## src/rtl/axi_lite_reg_pkg.sv

```systemverilog
// Shared register map, STATUS bit positions and CTRL field positions for the
// axi_lite_reg_bank register file.
package axi_lite_reg_pkg;

  localparam int REG_W = 32;

  localparam logic [15:0] ADDR_ID       = 16'h0000;
  localparam logic [15:0] ADDR_CTRL     = 16'h0004;
  localparam logic [15:0] ADDR_STATUS   = 16'h0008;
  localparam logic [15:0] ADDR_TS       = 16'h000C;
  localparam logic [15:0] ADDR_SCRATCH0 = 16'h0010;

  localparam int ST_W      = 3;
  localparam int ST_WR_ERR = 0;
  localparam int ST_RD_ERR = 1;
  localparam int ST_RD_OVR = 2;

  localparam int CTRL_TS_EN    = 0;
  localparam int CTRL_TS_CLR   = 1;
  localparam int CTRL_MASK_LSB = 8;
  localparam int CTRL_MASK_W   = 8;
  localparam int CTRL_OUT_W    = 8;

  typedef enum logic [2:0] {
    REG_ID,
    REG_CTRL,
    REG_STATUS,
    REG_TS,
    REG_SCRATCH,
    REG_NONE
  } reg_sel_e;

  typedef struct packed {
    reg_sel_e   sel;
    logic [3:0] idx;
  } reg_dec_t;

endpackage

```

## src/rtl/axi_lite_rd_pipe.sv

```systemverilog
// Fixed-latency read return pipe: a sampled word enters on push and leaves
// exactly LATENCY cycles later with a one-cycle valid.
module axi_lite_rd_pipe #(
  parameter int DW      = 32,
  parameter int LATENCY = 1
) (
  input  logic          clk,
  input  logic          rst,
  input  logic          push,
  input  logic [DW-1:0] push_data,
  output logic          pop_valid,
  output logic [DW-1:0] pop_data,
  output logic          busy
);

  logic [LATENCY-1:0]         valid_q;
  logic [LATENCY-1:0][DW-1:0] data_q;

  always_ff @(posedge clk) begin
    if (rst) begin
      valid_q <= '0;
      data_q  <= '0;
    end else begin
      valid_q[0] <= push;
      data_q[0]  <= push ? push_data : '0;
      for (int i = 1; i < LATENCY; i++) begin
        valid_q[i] <= valid_q[i-1];
        data_q[i]  <= data_q[i-1];
      end
    end
  end

  // The final stage is the finish cycle itself, so a new read may enter then.
  generate
    if (LATENCY == 1) begin : g_single
      assign busy = 1'b0;
    end else begin : g_multi
      assign busy = |valid_q[LATENCY-2:0];
    end
  endgenerate

  assign pop_valid = valid_q[LATENCY-1];
  assign pop_data  = data_q[LATENCY-1];

endmodule

```

## src/rtl/axi_lite_reg_bank.sv

```systemverilog
// Register bank behind the axi_lite_slave CPU-side strobes: ID, CTRL, W1C STATUS,
// free-running TIMESTAMP and scratch words, plus control bits and an interrupt.
module axi_lite_reg_bank
  import axi_lite_reg_pkg::*;
#(
  parameter int          C_S_AXI_DATA_WIDTH = 32,
  parameter int          C_S_AXI_ADDR_WIDTH = 16,
  parameter int          NUM_SCRATCH        = 4,
  parameter int          READ_LATENCY       = 1,
  parameter logic [31:0] ID_VALUE           = 32'h5A5A_0001
) (
  input  logic                          S_AXI_ACLK,
  input  logic                          S_AXI_ARESET,
  input  logic                          write_req_cpu_to_axi,
  input  logic [C_S_AXI_ADDR_WIDTH-1:0] write_addr_cpu_to_axi,
  input  logic [C_S_AXI_DATA_WIDTH-1:0] write_data_cpu_to_axi,
  input  logic                          read_req_cpu_to_axi,
  input  logic [C_S_AXI_ADDR_WIDTH-1:0] read_addr_cpu_to_axi,
  output logic [C_S_AXI_DATA_WIDTH-1:0] read_data_axi_to_cpu,
  output logic                          read_finish_axi_to_cpu,
  output logic [CTRL_OUT_W-1:0]         ctrl_out,
  output logic                          irq
);

  localparam int AW = C_S_AXI_ADDR_WIDTH;
  localparam int DW = C_S_AXI_DATA_WIDTH;
  localparam int WW = AW - 2;
  localparam logic [WW-1:0] SCR_BASE = WW'(ADDR_SCRATCH0 >> 2);

  // Handshake: write_req and read_req are single-cycle strobes with no back-
  // pressure. A read is accepted only when no earlier read is still in flight;
  // read_finish then pulses exactly READ_LATENCY cycles later with valid data.

  function automatic reg_dec_t decode(input logic [WW-1:0] word);
    reg_dec_t d;
    d.sel = REG_NONE;
    d.idx = '0;
    if (word == WW'(ADDR_ID >> 2))          d.sel = REG_ID;
    else if (word == WW'(ADDR_CTRL >> 2))   d.sel = REG_CTRL;
    else if (word == WW'(ADDR_STATUS >> 2)) d.sel = REG_STATUS;
    else if (word == WW'(ADDR_TS >> 2))     d.sel = REG_TS;
    else if (word >= SCR_BASE && word < SCR_BASE + WW'(NUM_SCRATCH)) begin
      d.sel = REG_SCRATCH;
      d.idx = 4'(word - SCR_BASE);
    end
    return d;
  endfunction

  logic [DW-1:0]   ctrl_q, ctrl_d;
  logic [ST_W-1:0] status_q, status_d;
  logic [DW-1:0]   ts_q, ts_d;
  logic [DW-1:0]   scratch_q [NUM_SCRATCH];
  logic            irq_q;

  reg_dec_t        wr_dec, rd_dec;
  logic            wr_writable, wr_err, rd_accept, rd_err, rd_ovr, rd_busy;
  logic [ST_W-1:0] st_set, st_clr;
  logic [DW-1:0]   rd_word;
  logic            unused_addr_bits;

  assign wr_dec = decode(write_addr_cpu_to_axi[AW-1:2]);
  assign rd_dec = decode(read_addr_cpu_to_axi[AW-1:2]);
  assign unused_addr_bits = ^{write_addr_cpu_to_axi[1:0], read_addr_cpu_to_axi[1:0]};

  assign wr_writable = (wr_dec.sel == REG_CTRL) || (wr_dec.sel == REG_STATUS) ||
                       (wr_dec.sel == REG_SCRATCH);
  assign wr_err      = write_req_cpu_to_axi && !wr_writable;
  assign rd_accept   = read_req_cpu_to_axi && !rd_busy;
  assign rd_err      = rd_accept && (rd_dec.sel == REG_NONE);
  assign rd_ovr      = read_req_cpu_to_axi && rd_busy;

  always_comb begin
    st_set = '0;
    st_clr = '0;
    st_set[ST_WR_ERR] = wr_err;
    st_set[ST_RD_ERR] = rd_err;
    st_set[ST_RD_OVR] = rd_ovr;
    if (write_req_cpu_to_axi && wr_dec.sel == REG_STATUS)
      st_clr = write_data_cpu_to_axi[ST_W-1:0];
    // Hardware set wins over a software clear in the same cycle.
    status_d = (status_q & ~st_clr) | st_set;
  end

  always_comb begin
    ctrl_d = ctrl_q;
    ctrl_d[CTRL_TS_CLR] = 1'b0;
    if (write_req_cpu_to_axi && wr_dec.sel == REG_CTRL)
      ctrl_d = write_data_cpu_to_axi;
  end

  always_comb begin
    ts_d = ts_q;
    if (write_req_cpu_to_axi && wr_dec.sel == REG_CTRL &&
        write_data_cpu_to_axi[CTRL_TS_CLR])
      ts_d = '0;
    else if (ctrl_q[CTRL_TS_EN])
      ts_d = ts_q + 1'b1;
  end

  always_ff @(posedge S_AXI_ACLK) begin
    if (S_AXI_ARESET) begin
      ctrl_q   <= '0;
      status_q <= '0;
      ts_q     <= '0;
      irq_q    <= 1'b0;
    end else begin
      ctrl_q   <= ctrl_d;
      status_q <= status_d;
      ts_q     <= ts_d;
      irq_q    <= |(status_q & ctrl_q[CTRL_MASK_LSB +: ST_W]);
    end
  end

  always_ff @(posedge S_AXI_ACLK) begin
    if (S_AXI_ARESET) begin
      for (int i = 0; i < NUM_SCRATCH; i++) scratch_q[i] <= '0;
    end else begin
      for (int i = 0; i < NUM_SCRATCH; i++)
        if (write_req_cpu_to_axi && wr_dec.sel == REG_SCRATCH && wr_dec.idx == 4'(i))
          scratch_q[i] <= write_data_cpu_to_axi;
    end
  end

  // Sampled from current register state, so a same-cycle write is not seen.
  always_comb begin
    rd_word = '0;
    case (rd_dec.sel)
      REG_ID:     rd_word = ID_VALUE;
      REG_CTRL: begin
        rd_word = ctrl_q;
        rd_word[CTRL_TS_CLR] = 1'b0;
      end
      REG_STATUS: rd_word = DW'(status_q);
      REG_TS:     rd_word = ts_q;
      REG_SCRATCH: begin
        for (int i = 0; i < NUM_SCRATCH; i++)
          if (rd_dec.idx == 4'(i)) rd_word = scratch_q[i];
      end
      default:    rd_word = '0;
    endcase
  end

  axi_lite_rd_pipe #(
    .DW      (DW),
    .LATENCY (READ_LATENCY)
  ) u_rd_pipe (
    .clk       (S_AXI_ACLK),
    .rst       (S_AXI_ARESET),
    .push      (rd_accept),
    .push_data (rd_word),
    .pop_valid (read_finish_axi_to_cpu),
    .pop_data  (read_data_axi_to_cpu),
    .busy      (rd_busy)
  );

  assign ctrl_out = ctrl_q[CTRL_OUT_W-1:0];
  assign irq      = irq_q;

endmodule

```

## config.mk

```make
export PLATFORM = sky130hd
export DESIGN_NAME = axi_lite_reg_bank
export DESIGN_NICKNAME = d
export VERILOG_FILES = /design/src/rtl/axi_lite_reg_pkg.sv /design/src/rtl/axi_lite_rd_pipe.sv /design/src/rtl/axi_lite_reg_bank.sv
export SDC_FILE = /design/constraint.sdc
export NUM_CORES = 1
export LEC_CHECK = 0
export BUFFER_PORTS_ARGS = -buffer_cell sky130_fd_sc_hd__buf_2
export CORE_ASPECT_RATIO = 1.1
export CORE_MARGIN = 2
export CORE_UTILIZATION = 30
export DETAILED_ROUTE_END_ITERATION = 6
export PLACE_DENSITY = 0.51
export SKIP_CTS_REPAIR_TIMING = 1
export SLEW_MARGIN = 20
export SYNTH_ARGS = -nofsm -noshare
export SYNTH_HDL_FRONTEND = slang
export SYNTH_SLANG_ARGS = --single-unit
```

## constraint.sdc

```tcl
create_clock -name S_AXI_ACLK -period 6 [get_ports S_AXI_ACLK]
set_clock_uncertainty 0.15 [all_clocks]
set_input_delay 0.6 -clock S_AXI_ACLK [delete_from_list [all_inputs] [get_ports S_AXI_ACLK]]
set_output_delay 0.6 -clock S_AXI_ACLK [all_outputs]
set_load 0.02 [all_outputs]
```

==> results.tsv, run 1 <==
metric	value	unit
DIE HEIGHT	196.2	µm
Comb power frac	4.2	%
max-cap viol count	0	
chip width	178.7	µm
Final setup viols	0	
Clock Sinks	229	
Min-Delay Path Depth	3	
number of global-route vias before repair	7217	
register clock-pin slew on the reported worst setup and hold paths	60	ps
First DRT Iteration DRCs	402	
ant diodes	0	
sequential power share	51.3	%
post-route insts no fill	1463	
PortBufs	105	
final setup TNS	0	ps
CTS root buf	clkbuf_16	
Post-synth EDFFs	128	
fin crit period	3041	ps
Detail Placement HPWL	16760	µm
CTS H-tree depth	1	
Mean Syn Cell Area	10.89	µm²
Netlist Area Pre-Place	10070	µm²
Worst R2R Path Depth	6	
status	finished, final reports clean	
Worst-Skew Late Latency	540	ps
Final GP Congestion	0.7667	
Rel. slew slack	38.13	%
switching share of power	21.48	%
largest cells by area after synthesis	edfxtp_1, dfxtp_1, and2_1, nor2_1, nand2_1	
gr busiest metal	met2	
final hold viol count	0	
drt first pass iters	5	
Net Sw Power	715.3	µW
Fillers	3322	
Final period util	50.68	%
vias per std cell	4.861	
top cell type's share of synthesized area	38.16	%
Max Root-Sink Buffers	3	
crit end category	flip-flop	
final WL	28040	µm
cts bufs inserted	24	
Yosys cell types	53	
Final Core Density	35.45	%
Antenna Violating Nets Remaining	0	
Synth Flop Type	edfxtp_1	
Leakage	4.321	nW
Gate Count Post-Synth	925	
Synth Register Bits	229	
worst min path class	in2reg	
met3 Use GR	2.171	%
initial antenna violation count	1	
share of layout cells above drive strength 1	18.23	%
Synth Warn #	0	
Async SR Flop Fraction	0	%
clock share of power	44.4	%
R2R setup slack	4100	ps
num ports	110	
row cnt	70	
global-route wire length before repair	43270	µm
critical path class	in2reg	
TritonCTS clock tree	yes	
Worst-Margin Slew	921.2	ps
count of final max-slew check failures	0	
CP Launch Type	input port	
RSZ-0062 raised after global routing	false	
# nets final	1086	
power per cell area	283.0	nW/µm²
area grow syn2layout	16.84	%
Critical Path Fanout Max	21	
Commonest cells post-synth	edfxtp_1, and2_1, dfxtp_1, nor2_1, nand2_1	
via count	7111	
Power Internal	2.615	mW
Routed wire per std cell	19.17	µm
sequential share of the synthesized area	58.24	%
placed cell count	1418	
dominant cell by count in the synthesized netlist	edfxtp_1	
Initial Util	30.34	%
crit path DAT	3310	ps
M1 GR Usage	22.28	%
post-synth top area cell	edfxtp_1	
core region area	33190	µm²
Worst VDD drop	0.0001468	V
die area	35060	µm²
syn_nets	998	
Tot GR Track Use	16.26	%
M2 GR Usage	27.01	%
CP Data Required Time	6270	ps
pin count of the biggest net entering global routing	47	
FMAX	328.8	MHz
Post-route DRC	0	
gr ovfl total	0	
==> cells in the final DEF, fill, tap and decap left out, types with 24 or more instances in the layout <==
cell type  count
a21oi_1       33
and2_1       124
buf_2        105
clkbuf_16     24
dfxtp_1      101
edfxtp_1     128
mux2i_1       24
nand2_1       90
nor2_1        91
o21ai_0       28
xor2_1        26
==> power by group through the flow <==
stage | Sequential (mW) | Combinational [mW] | Clock [mW]
floorplan | 1.74 | 0.0699 | 0
global placement | 1.74 | 0.141 | 0
detailed placement | 1.74 | 0.143 | 0
CTS | 1.71 | 0.144 | 1.51
global route | 1.71 | 0.155 | 1.56
finish | 1.71 | 0.142 | 1.48
==> metal layers <==
| layer | vias up | wire length, µm |
|---|---|---|
| met5 | - | 13 |
| met4 | 2 | 534 |
| met1 | 3461 | 12980 |
| met3 | 36 | 1208 |
| met2 | 156 | 13310 |
| li1 | 3456 | - |
==> cell type report <==
| class | instances | area [µm²] | share of cell area, % |
|---|---|---|---|
| sequential | 229 | 5866 | 49.84 |
| inverter | 9 | 33.78 | 0.2871 |
| clock buffer | 34 | 638.1 | 5.422 |
| clock inverter | 10 | 132.6 | 1.127 |
| multi-input combinational | 620 | 3849 | 32.70 |
| timing repair buffer | 129 | 709.4 | 6.028 |
| tap | 432 | 540.5 | 4.593 |
==> worst paths after layout <==
path | startpoint | endpoint
max | read_addr_cpu_to_axi[13] | u_rd_pipe.pop_data[21]$_SDFF_PP0_
min | write_data_cpu_to_axi[14] | ctrl_q[14]$_SDFFE_PP0P_
max reg2reg | ctrl_q[0]$_SDFFE_PP0P_ | ts_q[31]$_SDFFE_PP0P_
min reg2reg | ctrl_q[24]$_SDFFE_PP0P_ | ctrl_q[24]$_SDFFE_PP0P_
==> metrics by stage <==
stage	instance area (µm²)	worst slack (ps)	power, mW	hold slack [ps]
finish	11770	2959	3.331	190.9
CTS	11760	2682	3.362	172.1
floorplan	10070	1289	1.812	278.7
global placement	10990	2157	1.883	287.7
global route	11770	2817	3.433	185.7
detailed placement	10990	2124	1.887	292.5
==> worst max-delay path, cell delays in order <==
cell and delay [ps]:
buf_2 100, or4_1 670, nor2_1 150, nand4_1 600
or2_2 820, o21ai_1 360
==> logic make-up (layout without fill, tap and decap cells) <==
group | count (synthesis) | count (layout) | share of synthesized area [%]
XOR/XNOR | 31 | 31 | 2.696
AO/OA/AOI/OAI | 163 | 163 | 10.62
AND/OR/NAND/NOR | 395 | 395 | 20.98
flip-flops | 229 | 229 | 58.24
multiplexers | 26 | 26 | 2.609
buffers and inverters | 76 | 182 | 4.236
adder cells (fa/ha/maj) | 5 | 5 | 0.6211
==> state kept, by name, indices dropped and copies added (netlist names) <==
name                 flops
status_q                 3
u_rd_pipe.pop_data      32
irq                      1
ts_q                    32
u_rd_pipe.pop_valid      1
scratch_q              128
ctrl_q                  32
No activity file was read; power rests on OpenSTA's default activity.
==> inputs of run 2 (changes only) <==
clock period = 2.9 ns   (was 6 ns; I/O delays follow)
==> run 2 against run 1 <==
Highest routed layer is now met4. Non-clock buffer count increased by 39. Critical path depth increased by 3. Register-to-register slack got worse by 3200 ps. The run now ends with negative hold slack left. Critical path type unchanged.
==> results.tsv, run 2 (synthesis gave the netlist of run 1 again) <==
metric	value	unit	change
critical path class	in2reg		unchanged
Placed Area	11170	µm²	was 10990 µm²
DIE HEIGHT	196.2	µm	unchanged
crit path DAT	2350	ps	was 3310 ps
final worst slack	852.8	ps	was 2959 ps
Max Root-Sink Buffers	3		unchanged
violated checks	negative hold slack		
fin crit period	2047	ps	
CTS H-tree depth	1		unchanged
worst min path class	in2reg		unchanged
chip width	178.7	µm	unchanged
worst-path cell with the longest stage delay	or4_1		was or2_2
die area	35060	µm²	unchanged
pin count of the biggest net entering global routing	37		was 47
count of final max-slew check failures	0		unchanged
Final Core Density	37.08	%	was 35.45%
Worst-Skew Late Latency	520	ps	was 540 ps
Critical Path Fanout Max	20		was 21
FMAX	488.5	MHz	
gr ovfl total	0		unchanged
final hold viol count	1		was 0
Detail Placement HPWL	16740	µm	was 16760 µm
vias per std cell	4.822		was 4.861
Final setup viols	0		unchanged
via count	7253		was 7111
Final GP Congestion	0.7814		was 0.7667
post-place setup slack	304.2	ps	was 2124 ps
post-route insts no fill	1504		was 1463
power per cell area	568.8	nW/µm²	was 283.0 nW/µm²
Final period util	70.59	%	
Biggest register	scratch_q		unchanged
Worst-Margin Slew	640.1	ps	was 921.2 ps
initial antenna violation count	0		was 1
WL met2	12940	µm	was 13310 µm
share of layout cells above drive strength 1	18.28	%	was 18.23%
core region area	33190	µm²	unchanged
Routed wire per std cell	18.16	µm	was 19.17 µm
CTS root buf	clkbuf_16		unchanged
WL met3	970	µm	was 1208 µm
DR top layer	met4		was met5
final setup TNS	0	ps	unchanged
cts bufs inserted	25		was 24
TritonCTS clock tree	yes		unchanged
final instance area	12310	µm²	was 11770 µm²
commonest non-fill, non-tap cell in the layout	edfxtp_1		unchanged
max FFs per register	128		unchanged
Rel. slew slack	57.32	%	was 38.13%
crit-path cells	buf_2 > inv_1 > ha_1 > or4_1 > nor4_2 > buf_12 > a22o_1 > o221ai_1 > o21ai_1		was buf_2 > or4_1 > nor2_1 > nand4_1 > or2_2 > o21ai_1
# nets final	1126		was 1086
Leakage	4.541	nW	was 4.321 nW
PortBufs	105		unchanged
Antenna Violating Nets Remaining	0		unchanged
global-route wire length before repair	42330	µm	was 43270 µm
status	finished with violations		was finished, final reports clean
M1 WL	12880	µm	was 12980 µm
ant diodes	0		unchanged
CP Data Required Time	3210	ps	was 6270 ps
CP Launch Type	input port		unchanged
num ports	110		unchanged
total power	7.001	mW	was 3.331 mW
number of global-route vias before repair	7221		was 7217
row cnt	70		unchanged
Tot GR Track Use	15.66	%	was 16.26%
max incr delay on CP	620	ps	was 820 ps
register clock-pin slew on the reported worst setup and hold paths	60	ps	about the same
crit end category	flip-flop		unchanged
Clock Sinks	229		unchanged
Fin Hold WS	-10.22	ps	was 190.9 ps
area grow syn2layout	22.21	%	was 16.84%
drt first pass iters	6		was 5
placed cell count	1424		was 1418
Post-route DRC	0		unchanged
Worst VDD drop	0.0002923	V	was 0.0001468 V
First DRT Iteration DRCs	593		was 402
RSZ-0062 raised after global routing	false		unchanged
final WL	27310	µm	was 28040 µm
max-cap viol count	0		unchanged
Initial Util	30.34	%	unchanged
most frequent cells in the layout	edfxtp_1, and2_1, buf_2		unchanged
==> run 2: cell count changes in the layout (fill, tap and decap cells not counted), sizes merged <==
cell | before | now
dlygate4sd3 | 0 | 34
clkinv | 7 | 12
clkbuf | 34 | 30
inv | 9 | 10
buf | 129 | 134
==> run 2: area by class of cell <==
| cell class | count | area, µm² |
|---|---|---|
| multi-input cells | 620 | 3839 |
| clock inverters | 16 | 152.6 |
| flip-flops and latches | 229 | 5866 |
| well taps | 432 | 540.5 |
| inverters | 9 | 33.78 |
| fillers | 3255 | 20890 |
| clock buffers | 30 | 644.4 |
| repair buffers | 168 | 1234 |
==> run 2: layer usage <==
| layer | track usage [%] | up-vias |
|---|---|---|
| met3 | 2.016 | 33 |
| li1 | - | 3545 |
| met2 | 25.58 | 154 |
| met5 | 0 | - |
| met4 | 4.336 | 0 |
| met1 | 21.73 | 3521 |
==> run 2: critical path, delay by kind of cell <==
family	cells	cell delay (ps)
AO/OA/AOI/OAI	3	370
adder cells (fa/ha/maj)	1	260
AND/OR/NAND/NOR	2	980
buffers and inverters	3	420
==> run 2: final timing paths <==
kind,start,endpoint,slack (ps),depth (start not counted)
setup reg to reg,ctrl_q[0]$_SDFFE_PP0P_,ts_q[31]$_SDFFE_PP0P_,890,6
setup / recovery,read_addr_cpu_to_axi[4],u_rd_pipe.pop_data[14]$_SDFF_PP0_,850,9
hold / removal,write_req_cpu_to_axi,status_q[0]$_SDFF_PP0_,-10,3
hold reg to reg,ctrl_q[24]$_SDFFE_PP0P_,ctrl_q[24]$_SDFFE_PP0P_,300,2
==> run 2: power breakdown <==
part | internal [mW] | switching [mW] | leakage [nW]
Clock | 1.85 | 1.28 | 0.396
Sequential | 3.51 | 0.0258 | 2.03
Combinational | 0.136 | 0.202 | 2.12
Total | 5.49 | 1.51 | 4.54
==> inputs of run 3 (changes only) <==
clock period = 2.04 ns   (was 2.9 ns; I/O delays follow)
==> run 3 against run 2 <==
The flow still finishes with violations (negative hold slack). Setup slack worse by 710 ps. Cell count is 2.8% higher. Non-clock buffer count is 44 higher. Via count is 2.4% higher. Register-to-register slack worse by 750 ps. Sequential share of layout area is 1.8 points lower. Sequential power is 42% higher. Wire length is 2.9% higher. Largest cell class unchanged.
==> results.tsv, run 3 (synthesis gave the netlist of run 1 again) <==
metric	value	unit	change
Worst-Skew Late Latency	520	ps	about the same
ant diodes	0		unchanged
final worst slack	143.6	ps	was 852.8 ps
final hold viol count	1		unchanged
Worst-Margin Slew	496.8	ps	was 640.1 ps
Post-route DRC	0		unchanged
crit end category	flip-flop		unchanged
area grow syn2layout	26.96	%	was 22.21%
First DRT Iteration DRCs	436		was 593
global-route wire length before repair	43680	µm	was 42330 µm
Rel. slew slack	66.88	%	was 57.32%
Biggest register	scratch_q		unchanged
final instance area	12790	µm²	was 12310 µm²
share of layout cells above drive strength 1	21.90	%	was 18.28%
total power	10.06	mW	was 7.001 mW
num ports	110		unchanged
final setup TNS	0	ps	unchanged
drt first pass iters	4		was 6
commonest non-fill, non-tap cell in the layout	edfxtp_1		unchanged
fin crit period	1896	ps	
chip width	178.7	µm	unchanged
Final Core Density	38.52	%	was 37.08%
RR Startpoint	ts_q[0]$_SDFFE_PP0P_		was ctrl_q[0]$_SDFFE_PP0P_
RSZ-0062 raised after global routing	false		unchanged
register clock-pin slew on the reported worst setup and hold paths	60	ps	about the same
Worst Hold End	status_q[0]$_SDFF_PP0_		unchanged
gr ovfl total	0		unchanged
placed cell count	1468		was 1424
CP Data Required Time	2290	ps	was 3210 ps
CTS H-tree depth	1		unchanged
TritonCTS clock tree	yes		unchanged
pin count of the biggest net entering global routing	46		was 37
row cnt	70		unchanged
CTS root buf	clkbuf_16		unchanged
Worst VDD drop	0.0004219	V	was 0.0002923 V
Placed Area	11640	µm²	was 11170 µm²
final WL	28110	µm	was 27310 µm
critical path class	reg2reg		was in2reg
Fin Hold WS	-47.10	ps	was -10.22 ps
Tot GR Track Use	16.09	%	was 15.66%
crit path DAT	2150	ps	was 2350 ps
Min-Delay Path Depth	4		was 3
Max Root-Sink Buffers	3		unchanged
PortBufs	105		unchanged
cts bufs inserted	25		unchanged
Antenna Violating Nets Remaining	0		unchanged
max-cap viol count	0		unchanged
FMAX	527.3	MHz	
Critical Path Fanout Max	11		was 20
R2R setup slack	140	ps	was 890 ps
die area	35060	µm²	unchanged
CP Launch Type	flip-flop		was input port
post-route insts no fill	1546		was 1504
via count	7424		was 7253
status	finished with violations		unchanged
DIE HEIGHT	196.2	µm	unchanged
max FFs per register	128		unchanged
Worst R2R Path Depth	7		was 6
Final setup viols	0		unchanged
Routed wire per std cell	18.18	µm	was 18.16 µm
worst min path class	in2reg		unchanged
Final period util	92.96	%	
initial antenna violation count	0		unchanged
Clock Sinks	229		unchanged
core region area	33190	µm²	unchanged
violated checks	negative hold slack		unchanged
Initial Util	30.34	%	unchanged
vias per std cell	4.802		was 4.822
count of final max-slew check failures	0		unchanged
post-place setup slack	-410.4	ps	was 304.2 ps
power per cell area	786.8	nW/µm²	was 568.8 nW/µm²
Min-Delay Startpoint	write_req_cpu_to_axi		unchanged
Leakage	4.789	nW	was 4.541 nW
number of global-route vias before repair	7457		was 7221
most frequent cells in the layout	edfxtp_1, and2_1, buf_2		unchanged
# nets final	1170		was 1126
worst r2r dst	ts_q[22]$_SDFFE_PP0P_		was ts_q[31]$_SDFFE_PP0P_
Final GP Congestion	0.8157		was 0.7814
Detail Placement HPWL	18210	µm	was 16740 µm
-- run 3: cell count changes in the layout (fill, tap and decap cells not counted), sizes merged --
cell      before  now
buf          134  178
clkinv        12    7
clkbuf        30   34
bufinv         3    2
clkinvlp       0    1
inv           10    9
-- run 3: per-layer routing --
layer | global-route usage [%] | vias to the layer above | share of wire, %
met2 | 27.47 | 131 | 49
met5 | 0 | - | 0
li1 | - | 3617 | -
met1 | 21.75 | 3648 | 45
met3 | 2.093 | 28 | 3.7
met4 | 3.372 | 0 | 1.6
-- run 3: worst max-delay path, cell delays in order, from the launching register on --
cell and delay (ps):
dfxtp_1 410, ha_1 250, inv_1 90, nor4_2 280, buf_4 250, nand4_1 130
xor2_1 160, nor2_1 50
-- run 3: area by class of cell --
class / count / area, µm²
fill: 3275 / 20410
tap: 432 / 540.5
clock buffer: 34 / 710.7
clock inverter: 10 / 100.1
inverter: 9 / 46.29
sequential: 229 / 5866
timing repair buffer: 212 / 1652
multi-input combinational: 620 / 3872
-- run 3: power breakdown --
group	switching, mW	internal (mW)	leakage, nW
Sequential	0.0396	4.99	2.03
Combinational	0.307	0.238	2.37
Clock	1.81	2.68	0.392
Total	2.15	7.91	4.79
-- run 3: how the worst max path moves through the flow --
stage | start | endpoint | slack [ps] | cells after the start
detailed placement | read_addr_cpu_to_axi[5] | u_rd_pipe.pop_data[1]$_SDFF_PP0_ | -410 | 10
CTS | read_addr_cpu_to_axi[5] | u_rd_pipe.pop_data[1]$_SDFF_PP0_ | 130 | 10
global route | ts_q[0]$_SDFFE_PP0P_ | ts_q[18]$_SDFFE_PP0P_ | 2 | 7
global placement | write_addr_cpu_to_axi[5] | scratch_q[2][9]$_SDFFCE_PN0P_ | -370 | 10
floorplan | write_addr_cpu_to_axi[15] | scratch_q[0][0]$_SDFFCE_PN0P_ | -660 | 4
finish | ts_q[0]$_SDFFE_PP0P_ | ts_q[22]$_SDFFE_PP0P_ | 140 | 7
